--- src/rtl/first_stage_param_loader_pkg.sv ---
// Shared types and constants for the first-stage classifier parameter loader
// and the classifier that consumes the parameter memory it fills.
package first_stage_param_loader_pkg;

  localparam int DEF_DATA_WIDTH = 8;
  localparam int DEF_NUM_PARAM  = 18;
  localparam int DEF_NUM_CLS    = 50;
  localparam int DEF_NUM_STAGES = 3;

  // Counter width that still works for degenerate sizes of 1 or 2.
  function automatic int cnt_width(input int n);
    return (n <= 2) ? 1 : $clog2(n);
  endfunction

  localparam int DEF_ADDR_WIDTH = cnt_width(DEF_NUM_STAGES * DEF_NUM_CLS * DEF_NUM_PARAM);

  // Word index within one classifier record.
  localparam int RECT_A_1       = 0;
  localparam int RECT_B_1       = 1;
  localparam int RECT_C_1       = 2;
  localparam int RECT_D_1       = 3;
  localparam int WEIGHT_1       = 4;
  localparam int RECT_A_2       = 5;
  localparam int RECT_B_2       = 6;
  localparam int RECT_C_2       = 7;
  localparam int RECT_D_2       = 8;
  localparam int WEIGHT_2       = 9;
  localparam int RECT_A_3       = 10;
  localparam int RECT_B_3       = 11;
  localparam int RECT_C_3       = 12;
  localparam int RECT_D_3       = 13;
  localparam int WEIGHT_3       = 14;
  localparam int THRESHOLD_WORD = 15;
  localparam int LEFT_WORD      = 16;
  localparam int RIGHT_WORD     = 17;

  typedef enum logic [2:0] {
    S_IDLE,
    S_COUNT,
    S_THRESH,
    S_PARAM,
    S_ZERO,
    S_NEXT,
    S_DONE,
    S_ERROR
  } state_e;

endpackage

--- src/rtl/first_stage_param_loader_param_addr_gen.sv ---
// Stage/classifier/param counters for the loader; produces the flat
// parameter-memory address and the wrap flags the FSM branches on.
module first_stage_param_loader_param_addr_gen
  import first_stage_param_loader_pkg::*;
#(
  parameter int ADDR_WIDTH = DEF_ADDR_WIDTH,
  parameter int DATA_WIDTH = DEF_DATA_WIDTH,
  parameter int NUM_PARAM  = DEF_NUM_PARAM,
  parameter int NUM_CLS    = DEF_NUM_CLS,
  parameter int NUM_STAGES = DEF_NUM_STAGES,
  localparam int SW        = cnt_width(NUM_STAGES)
) (
  input  logic                  clk_fpga,
  input  logic                  reset_fpga,
  input  logic                  clear_i,
  input  logic                  step_i,
  input  logic                  next_stage_i,
  input  logic [DATA_WIDTH-1:0] count_i,
  output logic [SW-1:0]         stage_o,
  output logic [ADDR_WIDTH-1:0] addr_o,
  output logic                  last_param_o,
  output logic                  last_valid_cls_o,
  output logic                  last_slot_o,
  output logic                  last_stage_o
);

  localparam int CW = cnt_width(NUM_CLS + 1);
  localparam int PW = cnt_width(NUM_PARAM);

  logic [SW-1:0] s_q, s_d;
  logic [CW-1:0] c_q, c_d;
  logic [PW-1:0] p_q, p_d;

  assign last_param_o     = (p_q == PW'(NUM_PARAM - 1));
  assign last_valid_cls_o = (DATA_WIDTH'(c_q) == count_i - 1'b1);
  assign last_slot_o      = (c_q == CW'(NUM_CLS - 1));
  assign last_stage_o     = (s_q == SW'(NUM_STAGES - 1));
  assign stage_o          = s_q;
  assign addr_o = ADDR_WIDTH'(int'(s_q) * (NUM_CLS * NUM_PARAM) + int'(c_q) * NUM_PARAM + int'(p_q));

  // NOTE: every comb output gets a default first so no path can infer a latch.
  always_comb begin
    s_d = s_q;
    c_d = c_q;
    p_d = p_q;
    if (clear_i) begin
      s_d = '0;
      c_d = '0;
      p_d = '0;
    end else if (next_stage_i) begin
      s_d = s_q + 1'b1;
      c_d = '0;
      p_d = '0;
    end else if (step_i) begin
      if (last_param_o) begin
        p_d = '0;
        c_d = c_q + 1'b1;
      end else begin
        p_d = p_q + 1'b1;
      end
    end
  end

  // NOTE: sequential state uses non-blocking assignments only.
  always_ff @(posedge clk_fpga or negedge reset_fpga) begin
    if (!reset_fpga) begin
      s_q <= '0;
      c_q <= '0;
      p_q <= '0;
    end else begin
      s_q <= s_d;
      c_q <= c_d;
      p_q <= p_d;
    end
  end

endmodule

--- src/rtl/first_stage_param_loader.sv ---
// Streams the first-stage classifier parameter set into the flat parameter
// memory, latches per-stage counts/thresholds and zero-fills unused slots.
module first_stage_param_loader
  import first_stage_param_loader_pkg::*;
#(
  parameter int ADDR_WIDTH                  = DEF_ADDR_WIDTH,
  parameter int DATA_WIDTH                  = DEF_DATA_WIDTH,
  parameter int NUM_PARAM_PER_CLASSIFIER    = DEF_NUM_PARAM,
  parameter int NUM_CLASSIFIERS_PER_STAGE   = DEF_NUM_CLS,
  parameter int NUM_FIRST_CLASSIFIER_STAGES = DEF_NUM_STAGES
) (
  input  logic                                              clk_fpga,
  input  logic                                              reset_fpga,
  input  logic                                              i_start,
  input  logic [DATA_WIDTH-1:0]                             i_data,
  input  logic                                              i_valid,
  output logic                                              o_ready,
  output logic                                              o_param_we,
  output logic [ADDR_WIDTH-1:0]                             o_param_addr,
  output logic [DATA_WIDTH-1:0]                             o_param_data,
  output logic [NUM_FIRST_CLASSIFIER_STAGES*DATA_WIDTH-1:0] o_num_classifiers,
  output logic [NUM_FIRST_CLASSIFIER_STAGES*DATA_WIDTH-1:0] o_stage_thresholds,
  output logic                                              o_busy,
  output logic                                              o_done,
  output logic                                              o_error
);

  localparam int NS = NUM_FIRST_CLASSIFIER_STAGES;
  localparam int SW = cnt_width(NS);

  state_e state_q, state_d;

  logic                  accept, count_bad, start_ok;
  logic                  wr_en, wr_zero, cnt_clear, cnt_next, lat_count, lat_thresh;
  logic [SW-1:0]         stage;
  logic [ADDR_WIDTH-1:0] addr;
  logic                  last_param, last_valid_cls, last_slot, last_stage;
  logic [DATA_WIDTH-1:0] num_cls_q [NS];
  logic [DATA_WIDTH-1:0] thresh_q  [NS];

  assign o_ready   = (state_q == S_COUNT) || (state_q == S_THRESH) || (state_q == S_PARAM);
  assign accept    = i_valid && o_ready;
  assign count_bad = (i_data == '0) || (i_data > DATA_WIDTH'(NUM_CLASSIFIERS_PER_STAGE));
  assign start_ok  = i_start &&
                     ((state_q == S_IDLE) || (state_q == S_DONE) || (state_q == S_ERROR));

  first_stage_param_loader_param_addr_gen #(
    .ADDR_WIDTH (ADDR_WIDTH),
    .DATA_WIDTH (DATA_WIDTH),
    .NUM_PARAM  (NUM_PARAM_PER_CLASSIFIER),
    .NUM_CLS    (NUM_CLASSIFIERS_PER_STAGE),
    .NUM_STAGES (NS)
  ) u_addr_gen (
    .clk_fpga         (clk_fpga),
    .reset_fpga       (reset_fpga),
    .clear_i          (cnt_clear),
    .step_i           (wr_en),
    .next_stage_i     (cnt_next),
    .count_i          (num_cls_q[stage]),
    .stage_o          (stage),
    .addr_o           (addr),
    .last_param_o     (last_param),
    .last_valid_cls_o (last_valid_cls),
    .last_slot_o      (last_slot),
    .last_stage_o     (last_stage)
  );

  always_ff @(posedge clk_fpga or negedge reset_fpga) begin
    if (!reset_fpga) state_q <= S_IDLE;
    else             state_q <= state_d;
  end

  always_comb begin
    state_d = state_q;
    unique case (state_q)
      S_IDLE, S_DONE, S_ERROR: begin
        if (i_start)                state_d = S_COUNT;
        else if (state_q == S_DONE) state_d = S_IDLE;
      end
      S_COUNT:  if (accept) state_d = count_bad ? S_ERROR : S_THRESH;
      S_THRESH: if (accept) state_d = S_PARAM;
      // A full stage (COUNT == CLS) has no slots left to zero.
      S_PARAM:  if (accept && last_param && last_valid_cls)
                  state_d = last_slot ? S_NEXT : S_ZERO;
      S_ZERO:   if (last_param && last_slot) state_d = S_NEXT;
      S_NEXT:   state_d = last_stage ? S_DONE : S_COUNT;
      default:  state_d = S_IDLE;
    endcase
  end

  always_comb begin
    o_busy     = (state_q != S_IDLE) && (state_q != S_DONE) && (state_q != S_ERROR);
    o_done     = (state_q == S_DONE);
    o_error    = (state_q == S_ERROR);
    wr_zero    = (state_q == S_ZERO);
    wr_en      = ((state_q == S_PARAM) && accept) || wr_zero;
    cnt_clear  = start_ok;
    cnt_next   = (state_q == S_NEXT) && !last_stage;
    lat_count  = (state_q == S_COUNT) && accept && !count_bad;
    lat_thresh = (state_q == S_THRESH) && accept;
  end

  // NOTE: the small count/threshold register files are reset because they are
  // visible outputs; the large parameter memory lives outside and is never reset.
  always_ff @(posedge clk_fpga or negedge reset_fpga) begin
    if (!reset_fpga) begin
      o_param_we   <= 1'b0;
      o_param_addr <= '0;
      o_param_data <= '0;
      for (int s = 0; s < NS; s++) begin
        num_cls_q[s] <= '0;
        thresh_q[s]  <= '0;
      end
    end else begin
      o_param_we <= wr_en;
      if (wr_en) begin
        o_param_addr <= addr;
        o_param_data <= wr_zero ? '0 : i_data;
      end
      if (lat_count)  num_cls_q[stage] <= i_data;
      if (lat_thresh) thresh_q[stage]  <= i_data;
    end
  end

  for (genvar g = 0; g < NS; g++) begin : g_pack
    assign o_num_classifiers[g*DATA_WIDTH +: DATA_WIDTH]  = num_cls_q[g];
    assign o_stage_thresholds[g*DATA_WIDTH +: DATA_WIDTH] = thresh_q[g];
  end

endmodule

--- config.mk ---
export PLATFORM = sky130hd
export DESIGN_NAME = first_stage_param_loader
export DESIGN_NICKNAME = d
export VERILOG_FILES = /design/src/rtl/first_stage_param_loader_pkg.sv /design/src/rtl/first_stage_param_loader_param_addr_gen.sv /design/src/rtl/first_stage_param_loader.sv
export SDC_FILE = /design/constraint.sdc
export NUM_CORES = 1
export LEC_CHECK = 0
export CAP_MARGIN = 5
export CORE_MARGIN = 2
export CORE_UTILIZATION = 53
export DETAILED_ROUTE_END_ITERATION = 10
export HOLD_SLACK_MARGIN = 0.12
export PLACE_DENSITY = 0.87
export SLEW_MARGIN = 15
export SYNTH_ARGS = -nofsm -noshare
export SYNTH_HDL_FRONTEND = slang
export SYNTH_SLANG_ARGS = --single-unit
--- constraint.sdc ---
create_clock -name clk_fpga -period 3.9 [get_ports clk_fpga]
set_input_delay 0.585 -clock clk_fpga [delete_from_list [all_inputs] [get_ports clk_fpga]]
set_output_delay 0.585 -clock clk_fpga [all_outputs]
set_load 0.005 [all_outputs]
==> impl_metrics.yaml, run 1 <==
setup_path:
  r2r_cells: 14
  end_kind: "flip-flop"
  cp.arrival_ns: 3.53
  regToRegEndpoint: "o_param_addr[11]"
  r2r-start: "u_addr_gen.c_q[4]"
  path_max_fanout: 8
  worst-setup-path-type: "reg2reg"
  critPathLaunchType: "flip-flop"
  required_ns: 4.13
  regToRegSetupSlack_ns: 0.60
final_layout:
  final_cells: 626
  diodes: 0
  drive_gt1_share_pct: 13.9
  area_growth_pct: 23.9
  nets: 559
  postLayoutCellArea_mm2: 0.00589
synthesis:
  syn_inst: 436
  syn_avg_cell_area_um2: 10.9
  yosys-top-cells-area: "dfrtp_1, ha_1, mux2_2"
  synth_top_area_share_pct: 44.8
  netlist_area_mm2: 0.00475
  yosys_register_bits: 85
  synth_area_leader_cell: "dfrtp_1"
  async_flop_share_pct: 100
  syn_nets: 482
  yosysSeqAreaShare_pct: 44.8
  ys.flop_type: "dfrtp_1"
  synth_common_cells: "dfrtp_1, nor2_1, mux2_2, ha_1, a21oi_1"
  yosysMostFrequentCell: "dfrtp_1"
  synth_edf_count: 0
  synth_warnings: 0
  yosysUniqueCellTypes: 65
clock_network:
  cts_made_buffers: 9
  clk_pin_slew_ns: 0.10
  cts.sinks: 85
  hold_buffers: 0
  clock_path_buffers: 2
  cts_tree: "done"
  post_cts_resized: 0
  clock_latency_ns: 0.37
  cts_setup_buffers: 0
  cts-root-buf: "clkbuf_8"
  htreeDepth: 3
drt:
  wire_per_inst_um: 18.3
  routed_wl_um: 11500
  drc: 0
  num_vias: 3646
  drtAntennaViolNets: 0
  drt_pass1_iterations: 4
  via_per_inst: 5.82
  initialDrtViolationCount: 276
timing:
  tns_ns: 0
  setup_viol: 0
  hold_ws_ns: 0.242
  finalCriticalPeriod_ns: 3.30
  grt_setup_unrepaired: "false"
  max_freq_mhz: 303
  tightest_slew_ns: 0.766
  drv_slew: 0
  fin_worst_skew_ns: 0.0114
  hold_viol: 0
  fin_crit_sh_pct: 84.5
  slew_headroom_pct: 49.0
placed_design:
  dp.cells: 610
  dp_hpwl_um: 8080
  gp_congestion: 0.925
  port_buffers: 84
  placed_area_mm2: 0.00566
power_and_ir_drop:
  max-vdd-ir-drop_uv: 290
  leakagePower_uw: 0.00270
  power_density_mw_per_mm2: 382
  p_total_uw: 2250
floorplan:
  core_mm2: 0.00872
  dieArea_mm2: 0.00974
  die_y_um: 98.7
  num_rows: 34
  io-pin-count: 85
  dieWidth_um: 98.7
  initial_core_util_pct: 54.5
global_routing:
  grt_pass1_wl_um: 18900
  grtUsageTotal_pct: 24.3
  antenna_found_initial: 0
  grt_pass1_vias: 3753
  grt_max_degree: 86
  overflow: 0
worst_hold_path:
  worstHoldPathType: "in2async"
flow_run:
  cap_violations: 0
outcome:
  status: "completed"
==> flip-flops by register name (all words and copies together), names as in the netlist <==
signal and flops:
o_num_classifiers 24, o_stage_thresholds 24, o_param_addr 12, o_param_data 8
u_addr_gen.c_q 6, u_addr_gen.p_q 5, state_q 3, u_addr_gen.stage_o 2
o_param_we 1
==> cells by family after synthesis <==
family	after synthesis	synth area share, %
DFF	85	44.8
xor gates and xnor gates	26	4.79
buffers and inverters	40	3.53
AOI/OAI and AO/OA	83	12.0
muxes	53	12.7
and+or+nand+nor	115	12.6
adders and majority gates	34	9.58
==> layout make-up <==
class	count	area (µm²)
Inverter	18	67.6
Fill cell	638	2830
Clock inverter	7	105
Clock buffer	9	124
Sequential cell	85	2130
Timing Repair Buffer	88	872
Tap cell	108	135
Multi-Input combinational cell	311	2460
==> where the power goes <==
group	internal [µW]	switching (µW)
sequential	947	85.6
combinational	247	241
clock	373	358
total	1570	685
==> how the worst max path moves through the flow <==
stage,endpoint,slack (ns),startpoint,cells past startpoint
4_1_cts,o_param_addr[11],0.61,u_addr_gen.c_q[4],14
3_5_place_dp,o_param_addr[11],0.64,u_addr_gen.c_q[4],14
6_report,o_param_addr[11],0.60,u_addr_gen.c_q[4],14
5_1_grt,o_param_addr[11],0.39,u_addr_gen.c_q[4],14
3_3_place_gp,o_param_addr[11],0.80,u_addr_gen.c_q[4],14
2_1_floorplan,o_param_addr[11],0.95,u_addr_gen.c_q[1],14
==> placed cells by master, fill, tap and decap left out, drive strengths merged, types with 6 or more instances in the layout <==
| cell type | instances |
|---|---|
| dfrtp | 85 |
| clkdlybuf4s50 | 83 |
| mux2 | 47 |
| nor2 | 36 |
| ha | 30 |
| a21oi | 28 |
| nand2 | 28 |
| inv | 22 |
| xnor2 | 16 |
| o21ai | 15 |
| xor2 | 10 |
| clkbuf | 9 |
| o22ai | 8 |
| and2 | 8 |
| nand3 | 7 |
| nand4 | 6 |
| mux2i | 6 |
==> metrics by stage <==
step	setup WS [ns]	utilization, %
4_1_cts	0.607	67.5
6_report	0.603	67.5
3_5_place_dp	0.645	64.8
5_1_grt	0.389	67.5
3_3_place_gp	0.803	64.8
2_1_floorplan	0.952	-
==> critical path, stage by stage, from the launching register on <==
cell     delay [ns]
dfrtp_1        0.50
ha_1           0.34
ha_1           0.18
inv_1          0.06
fa_1           0.40
nor2b_1        0.11
o21ai_0        0.09
xnor2_1        0.15
ha_1           0.29
ha_1           0.37
inv_1          0.05
o31ai_1        0.26
a21oi_1        0.13
xnor2_1        0.15
a21oi_1        0.08
==> metal layers <==
metal / global-route usage (%) / routed length, µm / vias up
met5: 0 / 0 / -
met4: 8.54 / 240 / 0
met3: 6.81 / 867 / 29
met2: 41.9 / 5730 / 124
met1: 29.4 / 4650 / 1790
li1: - / - / 1703
Power figures use the tool's default switching activity.
==> run 2, diff against run 1 <==
--- a/config.mk
+++ b/config.mk
@@ -7,10 +7,10 @@
 export LEC_CHECK = 0
 export CAP_MARGIN = 5
 export CORE_MARGIN = 2
-export CORE_UTILIZATION = 53
+export CORE_UTILIZATION = 48
 export DETAILED_ROUTE_END_ITERATION = 10
 export HOLD_SLACK_MARGIN = 0.12
-export PLACE_DENSITY = 0.87
+export PLACE_DENSITY = 0.84
 export SLEW_MARGIN = 15
 export SYNTH_ARGS = -nofsm -noshare
 export SYNTH_HDL_FRONTEND = slang
==> constraint.sdc (replaced) <==
create_clock -name clk_fpga -period 2.9 [get_ports clk_fpga]
set_input_delay 0.435 -clock clk_fpga [delete_from_list [all_inputs] [get_ports clk_fpga]]
set_output_delay 0.435 -clock clk_fpga [all_outputs]
set_load 0.005 [all_outputs]
==> run 2 against run 1 <==
  * Final cell count grew 8.0%
  * Worst hold slack lost 0.12 ns
  * First-iteration DRC count shrank 45%
  * Clock skew is essentially flat
  * Critical path type unchanged
  * Clock power grew 12%
  * Final area grew 4.2%
  * Critical path depth shrank 2
  * Sequential power grew 32%
  * Via count grew 2.2%
  * Clock-buffer cell count is the same
  * Combinational power grew 49%
  * The flow now finishes with violations (negative setup slack)
==> impl_metrics.yaml, run 2 (synthesis gave the netlist of run 1 again) <==
clock_network:
  cts_tree: "done"
  htreeDepth: 3
  hold_buffers: 0
  clk_pin_slew_ns: 0.09
  clock_path_buffers: 2
  cts.sinks: 85
  cts-root-buf: "clkbuf_8"
  cts_made_buffers: 9
  clock_latency_ns: 0.36
drt:
  via_per_inst: 5.51
  initialDrtViolationCount: 153
  wire_per_inst_um: 17.3
  drtAntennaViolNets: 0
  routed_wl_um: 11700
  num_vias: 3727
  drt_pass1_iterations: 5
  drc: 0
final_layout:
  final_cell_mix: "dfrtp_1, clkdlybuf4s50_1, nor2_1"
  nFillCells: 741
  postLayoutCellArea_mm2: 0.00614
  diodes: 0
  area_growth_pct: 29.2
  drive_gt1_share_pct: 19.9
  final_common_cell: "dfrtp_1"
  nets: 585
worst_hold_path:
  worstHoldPathType: "in2async"
timing:
  fin_crit_sh_pct: 100
  finalCriticalPeriod_ns: 2.91
  setup_viol: 1
  tightest_slew_ns: 0.721
  fin_worst_skew_ns: 0.0113
  hold_ws_ns: 0.127
  drv_slew: 0
  hold_viol: 0
  timing.final.ws_setup_ns: -0.00809
  slew_headroom_pct: 51.9
  grt_setup_unrepaired: "true"
  max_freq_mhz: 344
global_routing:
  grt_pass1_wl_um: 19400
  antenna_found_initial: 0
  grt_pass1_vias: 3913
  grt_max_degree: 59
  grtUsageTotal_pct: 22.4
  overflow: 0
floorplan:
  core_mm2: 0.00968
  initial_core_util_pct: 49.1
  num_rows: 36
  io-pin-count: 85
  dieArea_mm2: 0.0107
  dieWidth_um: 104
  die_y_um: 104
setup_path:
  cp.arrival_ns: 3.16
  end_kind: "flip-flop"
  critPathLaunchType: "flip-flop"
  regToRegSetupSlack_ns: -0.008
  worst-setup-path-type: "reg2reg"
  startpoint: "u_addr_gen.c_q[5]"
  path_max_fanout: 3
  r2r-start: "u_addr_gen.c_q[5]"
  required_ns: 3.15
power_and_ir_drop:
  swShare_pct: 29.8
  max-vdd-ir-drop_uv: 289
  p_switching_uw: 866
  pwr-share-clk_pct: 28.1
  power_density_mw_per_mm2: 474
  seq_power_share_pct: 46.8
  p_int_uw: 2040
  leakagePower_uw: 0.00281
  comb_power_share_pct: 25.1
placed_design:
  placed_area_mm2: 0.00586
  port_buffers: 84
  place_ws_ns: -0.0918
  dp_hpwl_um: 8540
  gp_congestion: 0.906
outcome:
  status: "finished, violations left"
  violations: "negative setup slack"
flow_run:
  cap_violations: 0
## run 2: cell types whose count changed in the layout (fill, tap and decap cells not counted), sizes merged
cell and delta:
bufinv -1, clkinv +3, buf +26, inv -3
## run 2: stage by stage
step	util [%]	total power [µW]	TNS (ns)	instances
5_1_grt	63.4	3080	-0.382	676
4_1_cts	63.3	2930	0	676
2_1_floorplan	-	1800	0	436
6_report	63.4	2910	-0.00809	676
3_5_place_dp	60.5	2090	-0.112	656
3_3_place_gp	60.5	2060	0	656
## run 2: worst paths after layout
check                                              to  cells past startpoint
min in group clk_fpga                 o_param_addr[1]                      2
worst max register to register       o_param_addr[11]                     12
worst min-delay path                u_addr_gen.p_q[0]                      1
max in group asynchronous       o_stage_thresholds[5]                      2
worst min register to register        o_param_addr[1]                      2
worst max-delay path                 o_param_addr[11]                     12
## run 2: layout make-up
class                      instances  area, µm²  area share [%]
clock inverter                     6       62.6            1.02
clock buffer                       9        124            2.02
tap                              133        166            2.71
multi-input combinational        311       2530            41.2
inverter                          18       67.6            1.10
sequential                        85       2130            34.7
timing repair buffer             114       1060            17.3
## run 2: timing repair
action	in CTS	in global routing
setup buffers	5	0
gates cloned	0	0
setup endpoints to repair	2	3
pin swaps	14	0
resized for setup	8	2
hold endpoints to repair	0	0
## run 2: power groups by stage
stage,Sequential [µW],Combinational (µW),Clock (µW)
floorplan,1390,405,0
global placement,1380,681,0
detailed placement,1380,707,0
CTS,1360,732,833
global route,1380,830,875
finish,1360,729,816
## run 2: metal layers
metal  share of wire [%]  GRT usage [%]
met1                  41           25.8
met2                  50           39.2
met3                 7.1           6.80
met4                 1.9           8.49
met5                   0              0
## run 2: critical path, stage by stage, from the launching register on
cell      delay (ns)
dfrtp_1         0.40
ha_1            0.32
ha_1            0.28
a21o_1          0.19
a21oi_2         0.16
xnor2_1         0.11
ha_1            0.34
ha_4            0.28
nand3b_1        0.12
o31ai_2         0.29
a21oi_2         0.09
xnor2_1         0.16
a21oi_1         0.08
==> run 3, diff against run 2 <==
--- a/config.mk
+++ b/config.mk
@@ -6,8 +6,10 @@
 export NUM_CORES = 1
 export LEC_CHECK = 0
 export CAP_MARGIN = 5
+export CELL_PAD_IN_SITES_DETAIL_PLACEMENT = 0
+export CELL_PAD_IN_SITES_GLOBAL_PLACEMENT = 2
 export CORE_MARGIN = 2
-export CORE_UTILIZATION = 48
+export CORE_UTILIZATION = 31
 export DETAILED_ROUTE_END_ITERATION = 10
 export HOLD_SLACK_MARGIN = 0.12
 export PLACE_DENSITY = 0.84
==> constraint.sdc (replaced) <==
create_clock -name clk_fpga -period 2.9 [get_ports clk_fpga]
set_input_delay 0.435 -clock clk_fpga [delete_from_list [all_inputs] [get_ports clk_fpga]]
set_output_delay 0.435 -clock clk_fpga [all_outputs]
set_load 0.01 [all_outputs]
==> run 3 against run 2 <==
  * The flow now finishes without violations
  * Critical path depth stayed put
  * Final area is 3.4% higher
  * Sequential share of layout area is 1.1 points lower
  * Clock power is 48% higher
  * Final cell count is 8.0% higher
  * Via count is 2.6% lower
  * Fmax is 1.3% higher
  * Flip-flop and latch count stayed put
  * Critical path type unchanged
==> impl_metrics.yaml, run 3 (synthesis gave the netlist of run 1 again) <==
outcome:
  status: "completed"
final_layout:
  multi_input_comb_area_mm2: 0.00255
  utilization_pct: 42.1
  final_cells: 730
  diodes: 0
  ff_latch_area_mm2: 0.00213
  drive_gt1_share_pct: 19.9
  nFillCells: 1455
  final_common_cell: "dfrtp_1"
  area_growth_pct: 33.6
  final_cell_mix: "dfrtp_1, clkdlybuf4s50_1, nor2_1"
  nets: 583
global_routing:
  grt_pass1_wl_um: 20500
  grt_max_degree: 45
  grt_pass1_vias: 3881
  overflow: 0
  grtUsageTotal_pct: 16.0
  antenna_found_initial: 0
drt:
  num_vias: 3631
  drt_pass1_iterations: 4
  routed_wl_um: 12400
  drtAntennaViolNets: 0
  initialDrtViolationCount: 140
  via_per_inst: 4.97
  drc: 0
  wire_per_inst_um: 17.0
placed_design:
  dp.cells: 713
  port_buffers: 84
  gp_congestion: 0.911
  dp_hpwl_um: 9180
  place_ws_ns: -0.0699
setup_path:
  cp.arrival_ns: 3.10
  worst-setup-path-type: "reg2reg"
  end_kind: "flip-flop"
  regToRegSetupSlack_ns: 0.03
  required_ns: 3.13
  path_cells: "ha_4, ha_1, a21o_1, a21oi_2, xnor2_2, ha_1, ha_4, nand3b_1, o31ai_2, a21oi_2, xnor2_1, a21oi_1"
  r2r_cells: 12
  r2r-start: "u_addr_gen.c_q[2]"
  path_max_fanout: 3
  regToRegEndpoint: "o_param_addr[11]"
  startpoint: "u_addr_gen.c_q[2]"
  critPathLaunchType: "flip-flop"
  crit_path_end: "o_param_addr[11]"
  max_stage_delay_ns: 0.41
  cpMaxStageDelayCell: "dfrtp_1"
clock_network:
  cts_made_buffers: 9
  cts-root-buf: "clkbuf_16"
  clock_path_buffers: 2
  cts_tree: "done"
  cts.sinks: 85
  htreeDepth: 3
  clock_latency_ns: 0.34
  clk_pin_slew_ns: 0.07
  cts_setup_buffers: 0
power_and_ir_drop:
  pwr-share-clk_pct: 36.3
  swShare_pct: 29.6
  power_density_mw_per_mm2: 525
  p_switching_uw: 987
  comb_power_share_pct: 22.5
  p_int_uw: 2350
  leakagePower_uw: 0.00285
  max-vdd-ir-drop_uv: 279
  seq_power_share_pct: 41.2
timing:
  grt_setup_unrepaired: "true"
  drv_slew: 0
  hold_ws_ns: 0.478
  fin_crit_sh_pct: 99.0
  tightest_slew_ns: 0.582
  timing.final.ws_setup_ns: 0.0285
  finalCriticalPeriod_ns: 2.87
  slew_headroom_pct: 61.2
  hold_viol: 0
  setup_viol: 0
  fin_worst_skew_ns: 0.00677
  max_freq_mhz: 348
  tns_ns: 0
floorplan:
  core_mm2: 0.0151
  num_rows: 45
  io-pin-count: 85
  dieWidth_um: 128
  initial_core_util_pct: 31.5
  dieArea_mm2: 0.0163
  die_y_um: 128
flow_run:
  cap_violations: 0
worst_hold_path:
  worstHoldPathType: "reg2reg"
  hp-start: "o_param_addr[1]"
run 3: cell count changes in the layout (fill, tap and decap cells not counted), sizes merged:
cell | previous run | this run
buf | 31 | 28
clkinv | 4 | 2
clkbuf | 9 | 10
clkinvlp | 0 | 1
dlygate4sd3 | 0 | 1
inv | 19 | 20
run 3: how the worst min path moves through the flow:
stage	slack, ns	depth (start not counted)	to
final	0.48	2	o_param_addr[1]
after global routing	0.51	2	o_param_addr[2]
after CTS	0.49	2	o_param_addr[1]
after detailed placement	0.47	2	o_param_addr[1]
after global placement	0.46	1	o_param_we
after floorplan	0.14	0	o_num_classifiers[0]
run 3: power by group through the flow:
stage | clock, µW | sequential (µW) | combinational (µW)
finish | 1210 | 1370 | 750
global route | 1280 | 1390 | 859
CTS | 1240 | 1370 | 743
detailed placement | 0 | 1390 | 735
global placement | 0 | 1390 | 725
floorplan | 0 | 1410 | 405
run 3: layout make-up:
| type | instances | area share [%] |
|---|---|---|
| Clock inverter | 6 | 1.08 |
| Clock buffer | 10 | 3.76 |
| Multi-Input combinational cell | 311 | 40.1 |
| Inverter | 18 | 1.06 |
| Sequential cell | 85 | 33.5 |
| Timing Repair Buffer | 112 | 16.8 |
| Tap cell | 188 | 3.71 |
run 3: worst max-delay path, delay by kind of cell (launching register included):
kind	cells	cell delay [ns]
adder cells (fa/ha/maj)	4	1.11
AND/OR/NAND/NOR	1	0.12
flip-flops	1	0.41
AO/OA/AOI/OAI	5	0.85
XOR/XNOR	2	0.27
run 3: metal layers:
metal,vias to the layer above,global-route usage (%),wire length (µm)
met3,14,5.68,871
met1,1775,19.9,5580
li1,1748,-,-
met5,-,0,0
met2,94,25.7,5710
met4,0,5.95,242
run 3: per-stage QoR:
| step | area (µm²) | power [µW] |
|---|---|---|
| CTS | 6290 | 3360 |
| global placement | 5960 | 2110 |
| detailed placement | 5960 | 2130 |
| global route | 6350 | 3530 |
| finish | 6350 | 3330 |
| floorplan | 4770 | 1820 |
run 3: what timing repair did:
action | 4_1_cts | 5_1_grt
resized for setup | 3 | 11
pin swaps | 4 | 2
setup endpoints to repair | 2 | 2
hold buffers | 1 | 0
hold endpoints to repair | 42 | 0
